### config.mk
export PLATFORM = sky130hd
export DESIGN_NAME = avg_speed_calc
export DESIGN_NICKNAME = d
export VERILOG_FILES = /design/src/rtl/avg_speed_calc.sv
export SDC_FILE = /design/constraint.sdc
export NUM_CORES = 1
export LEC_CHECK = 0
export ABC_AREA = 1
export CORE_UTILIZATION = 60
export DETAILED_ROUTE_END_ITERATION = 6
export PLACE_DENSITY = 0.84
export SLEW_MARGIN = 10
export SYNTH_ARGS = -nofsm -noshare
export SYNTH_HDL_FRONTEND = slang
export SYNTH_SLANG_ARGS = --single-unit
export TNS_END_PERCENT = 1
### constraint.sdc
create_clock -name clk -period 2.8 [get_ports clk]
set_input_delay 0.56 -clock clk [delete_from_list [all_inputs] [get_ports clk]]
set_output_delay 0.56 -clock clk [all_outputs]
set_load 0.05 [all_outputs]
### src/rtl/avg_speed_calc.sv
// rtl/avg_speed_calc.sv - trip average speed (0.1 km/h) via bit-serial restoring divider.
// Optional 0.1 mph output selected per request when AVG_SPEED_MPH_EN is defined.
module avg_speed_calc #(
   parameter int DIST_W  = 16,
   parameter int TIME_W  = 13,
   parameter int OUT_W   = 10,
   parameter int MAX_OUT = 999
) (
   input  logic              clk,
   input  logic              rst,
   input  logic              en_i,
   input  logic              start_i,
`ifdef AVG_SPEED_MPH_EN
   input  logic              unit_mph_i,
`endif
   input  logic [DIST_W-1:0] trip_distance_i,
   input  logic [TIME_W-1:0] trip_time_i,
   output logic [OUT_W-1:0]  avg_speed_o,
   output logic              valid_o,
   output logic              busy_o,
   output logic              saturated_o,
   output logic              div_zero_o
);

   localparam int DVD_W = DIST_W + 4;
   localparam int DVS_W = TIME_W + 5;
   localparam int CNT_W = $clog2(DVD_W + 1);
   localparam logic [DVD_W-1:0] MAX_Q   = DVD_W'(MAX_OUT);
   localparam logic [OUT_W-1:0] MAX_A   = OUT_W'(MAX_OUT);
   localparam logic [CNT_W-1:0] CNT_INI = CNT_W'(DVD_W);
   localparam logic [CNT_W-1:0] CNT_ONE = CNT_W'(1);

   typedef enum logic [1:0] {S_IDLE, S_DIV, S_MPH, S_FIN} state_t;

   state_t            state_q, state_d;
   logic [CNT_W-1:0]  cnt_q, cnt_d;
   logic [DVD_W-1:0]  quo_q, quo_d;
   logic [DVS_W-1:0]  rem_q, rem_d;
   logic [DVS_W-1:0]  dvs_q, dvs_d;
   logic              dz_q, dz_d;
   logic              mph_q, mph_d;
   logic [OUT_W-1:0]  avg_q, avg_d;
   logic              sat_q, sat_d;
   logic              dzo_q, dzo_d;
   logic              valid_q, valid_d;
   logic              busy_q, busy_d;

   logic [DVD_W-1:0]  dvd_in;
   logic [DVS_W-1:0]  dvs_in;
   logic [DVS_W:0]    trial;
   logic [DVS_W-1:0]  diff;
   logic              ge;
   logic              mph_in;
   logic [DVD_W-1:0]  mph_val;

   // dist*9 and time*25 as shift-adds; both fit their widths for all inputs
   assign dvd_in = (DVD_W'(trip_distance_i) << 3) + DVD_W'(trip_distance_i);
   assign dvs_in = (DVS_W'(trip_time_i) << 4) + (DVS_W'(trip_time_i) << 3)
                 + DVS_W'(trip_time_i);

   // Quotient bits shift into quo_q from the bottom as dividend bits leave the top
   assign trial = {rem_q, quo_q[DVD_W-1]};
   assign ge    = (trial >= {1'b0, dvs_q});
   assign diff  = trial[DVS_W-1:0] - dvs_q;

`ifdef AVG_SPEED_MPH_EN
   localparam logic [DVD_W+7:0] MPH_K = (DVD_W + 8)'(159);
   assign mph_in  = unit_mph_i;
   assign mph_val = DVD_W'(({8'd0, quo_q} * MPH_K) >> 8);
`else
   assign mph_in  = 1'b0;
   assign mph_val = quo_q;
`endif

   always_comb begin
      state_d = state_q;
      cnt_d   = cnt_q;
      quo_d   = quo_q;
      rem_d   = rem_q;
      dvs_d   = dvs_q;
      dz_d    = dz_q;
      mph_d   = mph_q;
      avg_d   = avg_q;
      sat_d   = sat_q;
      dzo_d   = dzo_q;
      busy_d  = busy_q;
      valid_d = 1'b0;
      if (en_i) begin
         case (state_q)
            S_IDLE: begin
               if (start_i) begin
                  dvs_d  = dvs_in;
                  rem_d  = '0;
                  cnt_d  = CNT_INI;
                  mph_d  = mph_in;
                  busy_d = 1'b1;
                  dz_d   = (trip_time_i == '0);
                  if (trip_time_i == '0) begin
                     quo_d   = '0;
                     state_d = S_FIN;
                  end else begin
                     quo_d   = dvd_in;
                     state_d = S_DIV;
                  end
               end
            end
            S_DIV: begin
               rem_d = ge ? diff : trial[DVS_W-1:0];
               quo_d = {quo_q[DVD_W-2:0], ge};
               cnt_d = cnt_q - CNT_ONE;
               if (cnt_q == CNT_ONE) begin
                  state_d = mph_q ? S_MPH : S_FIN;
               end
            end
            S_MPH: begin
               quo_d   = mph_val;
               state_d = S_FIN;
            end
            S_FIN: begin
               if (quo_q > MAX_Q) begin
                  avg_d = MAX_A;
                  sat_d = 1'b1;
               end else begin
                  avg_d = quo_q[OUT_W-1:0];
                  sat_d = 1'b0;
               end
               dzo_d   = dz_q;
               valid_d = 1'b1;
               busy_d  = 1'b0;
               state_d = S_IDLE;
            end
            default: state_d = S_IDLE;
         endcase
      end
   end

   always_ff @(posedge clk) begin
      if (rst) begin
         state_q <= S_IDLE;
         cnt_q   <= '0;
         quo_q   <= '0;
         rem_q   <= '0;
         dvs_q   <= '0;
         dz_q    <= 1'b0;
         mph_q   <= 1'b0;
         avg_q   <= '0;
         sat_q   <= 1'b0;
         dzo_q   <= 1'b0;
         valid_q <= 1'b0;
         busy_q  <= 1'b0;
      end else begin
         state_q <= state_d;
         cnt_q   <= cnt_d;
         quo_q   <= quo_d;
         rem_q   <= rem_d;
         dvs_q   <= dvs_d;
         dz_q    <= dz_d;
         mph_q   <= mph_d;
         avg_q   <= avg_d;
         sat_q   <= sat_d;
         dzo_q   <= dzo_d;
         valid_q <= valid_d;
         busy_q  <= busy_d;
      end
   end

   assign avg_speed_o = avg_q;
   assign valid_o     = valid_q;
   assign busy_o      = busy_q;
   assign saturated_o = sat_q;
   assign div_zero_o  = dzo_q;

endmodule

==> flow_summary.json, run 1 <==
{
  "status": "completed",
  "ys_seq_area_share_pct": 24.2,
  "setup_viol": 0,
  "insertedDiodeCount": 0,
  "dpl-instance-area_mm2": 0.00716,
  "grt_setup_unrepaired": "true",
  "grtUsageTotal_pct": 28.5,
  "tritoncts": "yes",
  "synth_edf_count": 0,
  "critPathKind": "in2reg",
  "power_leakage_nw": 3.63,
  "crit_fanout": 4,
  "setup_ws_ns": 0.148,
  "wl_per_cell_um": 13.1,
  "syn_nets": 1073,
  "synth_area_per_cell_um2": 6.68,
  "synth_top_area_share_pct": 24.2,
  "critPathSlowestCell": "fa_1",
  "yosysWarnings": 0,
  "dp_slack_ns": -0.217,
  "postRouteAntennaNets": 0,
  "worst_pin_slew_ns": 0.813,
  "drive_gt1_share_pct": 9.26,
  "finalCriticalPeriod_ns": 2.65,
  "grt_pass1_wl_um": 26000,
  "critPathArrivalTime_ns": 2.91,
  "met2_usage_pct": 48.8,
  "stdcell_area_mm2": 0.00736,
  "clk_path_buf_depth": 2,
  "syn-cell-area_mm2": 0.00646,
  "yosysMostFrequentCell": "nand2_1",
  "crit_path_start_kind": "input port",
  "clkSinkCount": 78,
  "skew_ns": 0.0141,
  "cts-root-buf": "clkbuf_8",
  "relSlewSlack_pct": 45.8,
  "die_h_um": 106,
  "overflow": 0,
  "gp_congestion": 0.925,
  "multi_input_area_mm2": 0.00415,
  "post-dp-hpwl_um": 11800,
  "vias": 6296,
  "antenna_found_initial": 0,
  "hp-class": "reg2reg",
  "numCtsBuffers": 9,
  "power_density_mw_per_mm2": 535,
  "use_met3_pct": 3.34,
  "crit_buf_inv": 3,
  "coreArea_mm2": 0.0104,
  "synth.distinct_cells": 43,
  "cts_max_level": 3,
  "routed_wl_um": 15300,
  "register_area_mm2": 0.00156,
  "start_util_pct": 62.3,
  "nets": 1138,
  "worstSetupEndpointType": "flop",
  "first_pass_iters": 5,
  "max_freq_mhz": 377,
  "use_met1_pct": 37.9,
  "drc": 0,
  "instances_no_fill": 1173,
  "utilization_pct": 70.9,
  "maxCapViolCount": 0,
  "dieArea_mm2": 0.0112,
  "die_w_um": 106,
  "nFillCells": 916,
  "tns_ns": 0,
  "drt_iter0_drc": 332,
  "area_growth_pct": 13.9,
  "critPathMaxStageDelay_ns": 0.47,
  "synth.area.top_cells": "dfxtp_1 (24%), nand2_1 (12%), ha_1 (12%)",
  "worst_ep_required_time_ns": 3.06,
  "portBuffers": 46,
  "top_usage_layer": "met2",
  "core.rowCount": 37,
  "placedCellCount": 1157,
  "yosysTopAreaCell": "dfxtp_1",
  "synthTopCellsByCount": "nand2_1 (215), inv_1 (144), a21oi_1 (100), dfxtp_1 (78), nor2_1 (77)",
  "grt_max_degree": 50,
  "hold_ws_ns": 0.469,
  "viasPerCell": 5.37,
  "syn_inst": 967,
  "clkTransAtPathRegs_ns": 0.09,
  "hold_buffers": 0,
  "grt_pass1_vias": 5797,
  "synthArstFlopShare_pct": 0,
  "p_total_mw": 3.93,
  "hold_viol_final": 0,
  "period_share_pct": 94.7,
  "clk_latency_ns": 0.36,
  "irDropWorstVdd_uv": 362,
  "path_cells": "clkdlybuf4s50_1 -> buf_4 -> fa_1 -> ha_1 -> a21oi_1 -> o21ai_0 -> nand2_1 -> nand3_1 -> a21oi_1 -> o21ai_0 -> o211ai_1 -> inv_1",
  "ys_ff_latch": 78,
  "crit_family": "adder cells",
  "io_pins": 47,
  "slew_viol_final": 0,
  "synth_top_flop_cell": "dfxtp_1"
}
==> worst register-to-register path, delay by kind of cell (launching register included) <==
family / cells / cell delay [ns]
AOI/OAI and AO/OA: 1 / 0.23
DFF: 1 / 0.36
buffers and inverters: 2 / 0.33
adders and majority gates: 1 / 0.36
and+or+nand+nor: 9 / 0.82
==> area by class of cell <==
type / instances / area share, %
multi-input cells: 710 / 56.5
flip-flops and latches: 78 / 21.2
repair buffers: 79 / 9.66
inverters: 154 / 7.89
well taps: 136 / 2.31
clock buffers: 9 / 1.68
clock inverters: 7 / 0.765
==> path summary, 6_finish.rpt <==
| check | cells past startpoint | end | slack [ns] | start |
|---|---|---|---|---|
| worst max register to register | 13 | rem_q[15] | 0.58 | dvs_q[14] |
| worst min-delay path | 2 | saturated_o | 0.47 | saturated_o |
| worst max-delay path | 12 | dvs_q[13] | 0.15 | trip_time_i[4] |
| worst min register to register | 2 | saturated_o | 0.47 | saturated_o |
==> where the power goes <==
group	total (mW)	switching, mW	leakage, nW	internal [mW]
Sequential	1.25	0.0584	0.636	1.19
Clock	0.798	0.467	0.0789	0.331
Combinational	1.88	1.15	2.92	0.730
Total	3.93	1.68	3.63	2.25
==> cell usage in the layout (no fill, tap or decap), types with 9 or more instances in the layout <==
| cell | n |
|---|---|
| a21oi_1 | 99 |
| buf_4 | 33 |
| clkbuf_8 | 9 |
| clkdlybuf4s50_1 | 42 |
| dfxtp_1 | 78 |
| fa_1 | 12 |
| ha_1 | 61 |
| inv_1 | 144 |
| nand2_1 | 215 |
| nand2_2 | 9 |
| nand3_1 | 63 |
| nand3b_1 | 22 |
| nor2_1 | 76 |
| nor3_1 | 10 |
| o21ai_0 | 53 |
| or2_2 | 9 |
| xnor2_1 | 11 |
| xor2_1 | 9 |
==> what timing repair did <==
action | 4_1_cts | 5_1_grt
endpoints found under the setup margin | 0 | 4
gates resized for setup | 0 | 4
buffers inserted | 0 | 0
==> logic make-up (layout without fill, tap and decap cells) <==
family,after synthesis,in the layout,synth area share (%)
and+or+nand+nor,429,429,30.2
muxes,4,4,0.620
DFF,78,78,24.2
adders and majority gates,73,73,15.5
AOI/OAI and AO/OA,184,184,15.2
xor gates and xnor gates,20,20,2.71
buffers and inverters,179,249,11.6
==> sequential cells by signal, summed over array words and instances (netlist names) <==
register	count
mph_val	20
dvs_q	18
rem_q	18
avg_speed_o	10
cnt_q	5
state_q	2
busy_o	1
div_zero_o	1
dz_q	1
saturated_o	1
valid_o	1
==> metal layers <==
layer	vias up	routed length, µm
met5	-	0
met1	2851	7260
li1	3261	-
met4	0	147
met2	169	7240
met3	15	695
Power figures use the tool's default switching activity.
==> inputs of run 2 (changes only) <==
--- a/config.mk
+++ b/config.mk
@@ -6,9 +6,9 @@
 export NUM_CORES = 1
 export LEC_CHECK = 0
 export ABC_AREA = 1
-export CORE_UTILIZATION = 60
+export CORE_UTILIZATION = 50
 export DETAILED_ROUTE_END_ITERATION = 6
-export PLACE_DENSITY = 0.84
+export PLACE_DENSITY = 0.73
 export SLEW_MARGIN = 10
 export SYNTH_ARGS = -nofsm -noshare
 export SYNTH_HDL_FRONTEND = slang
==> flow_summary.json, run 2 (synthesis results as in run 1) <==
{
  "status": "completed",
  "clkTransAtPathRegs_ns": 0.06,
  "irDropWorstVdd_uv": 369,
  "antenna_found_initial": 0,
  "nFillCells": 1291,
  "top_usage_layer": "met2",
  "grtUsageTotal_pct": 24.8,
  "placedCellCount": 1196,
  "numCtsBuffers": 9,
  "wl_per_cell_um": 12.7,
  "drt_iter0_drc": 325,
  "maxCapViolCount": 0,
  "worst_pin_slew_ns": 0.816,
  "mostFrequentLayoutCells": "nand2_1 (214), inv_1 (144), a21oi_1 (99)",
  "vias": 6128,
  "p_total_mw": 4.25,
  "grt_setup_unrepaired": "true",
  "hold_buffers": 0,
  "utilization_pct": 59.7,
  "stdcell_area_mm2": 0.00753,
  "tritoncts": "yes",
  "use_met1_pct": 33.8,
  "portBuffers": 46,
  "power_density_mw_per_mm2": 564,
  "tns_ns": 0,
  "dieArea_mm2": 0.0134,
  "relSlewSlack_pct": 45.5,
  "viasPerCell": 5.06,
  "ctsResizeCount": 0,
  "finalCriticalPeriod_ns": 2.71,
  "routed_wl_um": 15300,
  "start_util_pct": 51.2,
  "die_w_um": 116,
  "post-dp-hpwl_um": 12000,
  "max_freq_mhz": 369,
  "instances_no_fill": 1212,
  "grt_max_degree": 50,
  "worst_ep_required_time_ns": 3.09,
  "cts_max_level": 3,
  "area_growth_pct": 16.6,
  "use_met3_pct": 3.56,
  "crit_fanout": 4,
  "hp-class": "reg2reg",
  "power_leakage_nw": 3.72,
  "setup_ws_ns": 0.0906,
  "clk_latency_ns": 0.35,
  "critPathKind": "in2reg",
  "die_h_um": 116,
  "gp_congestion": 0.905,
  "setup_viol": 0,
  "dpl-instance-area_mm2": 0.00723,
  "layout_commonest_cell": "nand2_1",
  "post_cts_buffers": 0,
  "crit_family": "adder cells",
  "coreArea_mm2": 0.0126,
  "hold_ws_ns": 0.466,
  "critPathSlowestCell": "fa_1",
  "critPathArrivalTime_ns": 3.00,
  "crit_buf_inv": 4,
  "met2_usage_pct": 41.0,
  "skew_ns": 0.0129,
  "clkSinkCount": 78,
  "hold_viol_final": 0,
  "drc": 0,
  "crit_path_start_kind": "input port",
  "period_share_pct": 96.8,
  "path_cells": "clkdlybuf4s50_1 -> buf_4 -> fa_1 -> ha_1 -> a21oi_2 -> o21ai_0 -> nand2_1 -> nand3_1 -> nand2_1 -> inv_1 -> o21ai_0 -> o211ai_1 -> inv_1",
  "io_pins": 47,
  "grt_pass1_wl_um": 26300,
  "overflow": 0,
  "drive_gt1_share_pct": 9.62,
  "core.rowCount": 41,
  "nets": 1141,
  "largest_reg_flops": 20,
  "cts-root-buf": "clkbuf_16",
  "slew_viol_final": 0,
  "dp_slack_ns": -0.248,
  "worstSetupEndpointType": "flop",
  "first_pass_iters": 5,
  "clk_path_buf_depth": 2,
  "grt_pass1_vias": 5695,
  "critPathMaxStageDelay_ns": 0.48,
  "insertedDiodeCount": 0,
  "postRouteAntennaNets": 0
}
[run 2: layer usage]
layer / wire, µm / up-vias
met2: 6960 / 102
met4: 175 / 0
met3: 572 / 11
li1: - / 3268
met5: 0 / -
met1: 7640 / 2747
[run 2: final timing paths]
| path | startpoint | to | slack [ns] | cells after the start |
|---|---|---|---|---|
| setup / recovery | trip_time_i[4] | dvs_q[15] | 0.09 | 13 |
| hold / removal | dvs_q[6] | dvs_q[6] | 0.47 | 2 |
| setup reg to reg | dvs_q[14] | rem_q[14] | 0.57 | 13 |
| hold reg to reg | dvs_q[6] | dvs_q[6] | 0.47 | 2 |
[run 2: area by class of cell]
class	instances	area, µm²	share of cell area [%]
sequential	78	1560	20.7
timing repair buffer	82	736	9.77
multi-input combinational	710	4160	55.2
clock buffer	9	225	2.99
clock inverter	7	55.1	0.731
inverter	154	581	7.71
tap	172	215	2.86
[run 2: power by group]
group	leakage (nW)	internal (mW)	total [mW]	switching, mW
sequential	0.636	1.20	1.25	0.0547
clock	0.138	0.611	1.11	0.501
combinational	2.94	0.732	1.89	1.16
total	3.72	2.54	4.25	1.71
[run 2: tightest hold or removal path, delay by kind of cell, from the launching register on]
kind	cells	cell delay, ns
AO/OA/AOI/OAI	1	0.06
flip-flops	1	0.29
buffers and inverters	1	0.07
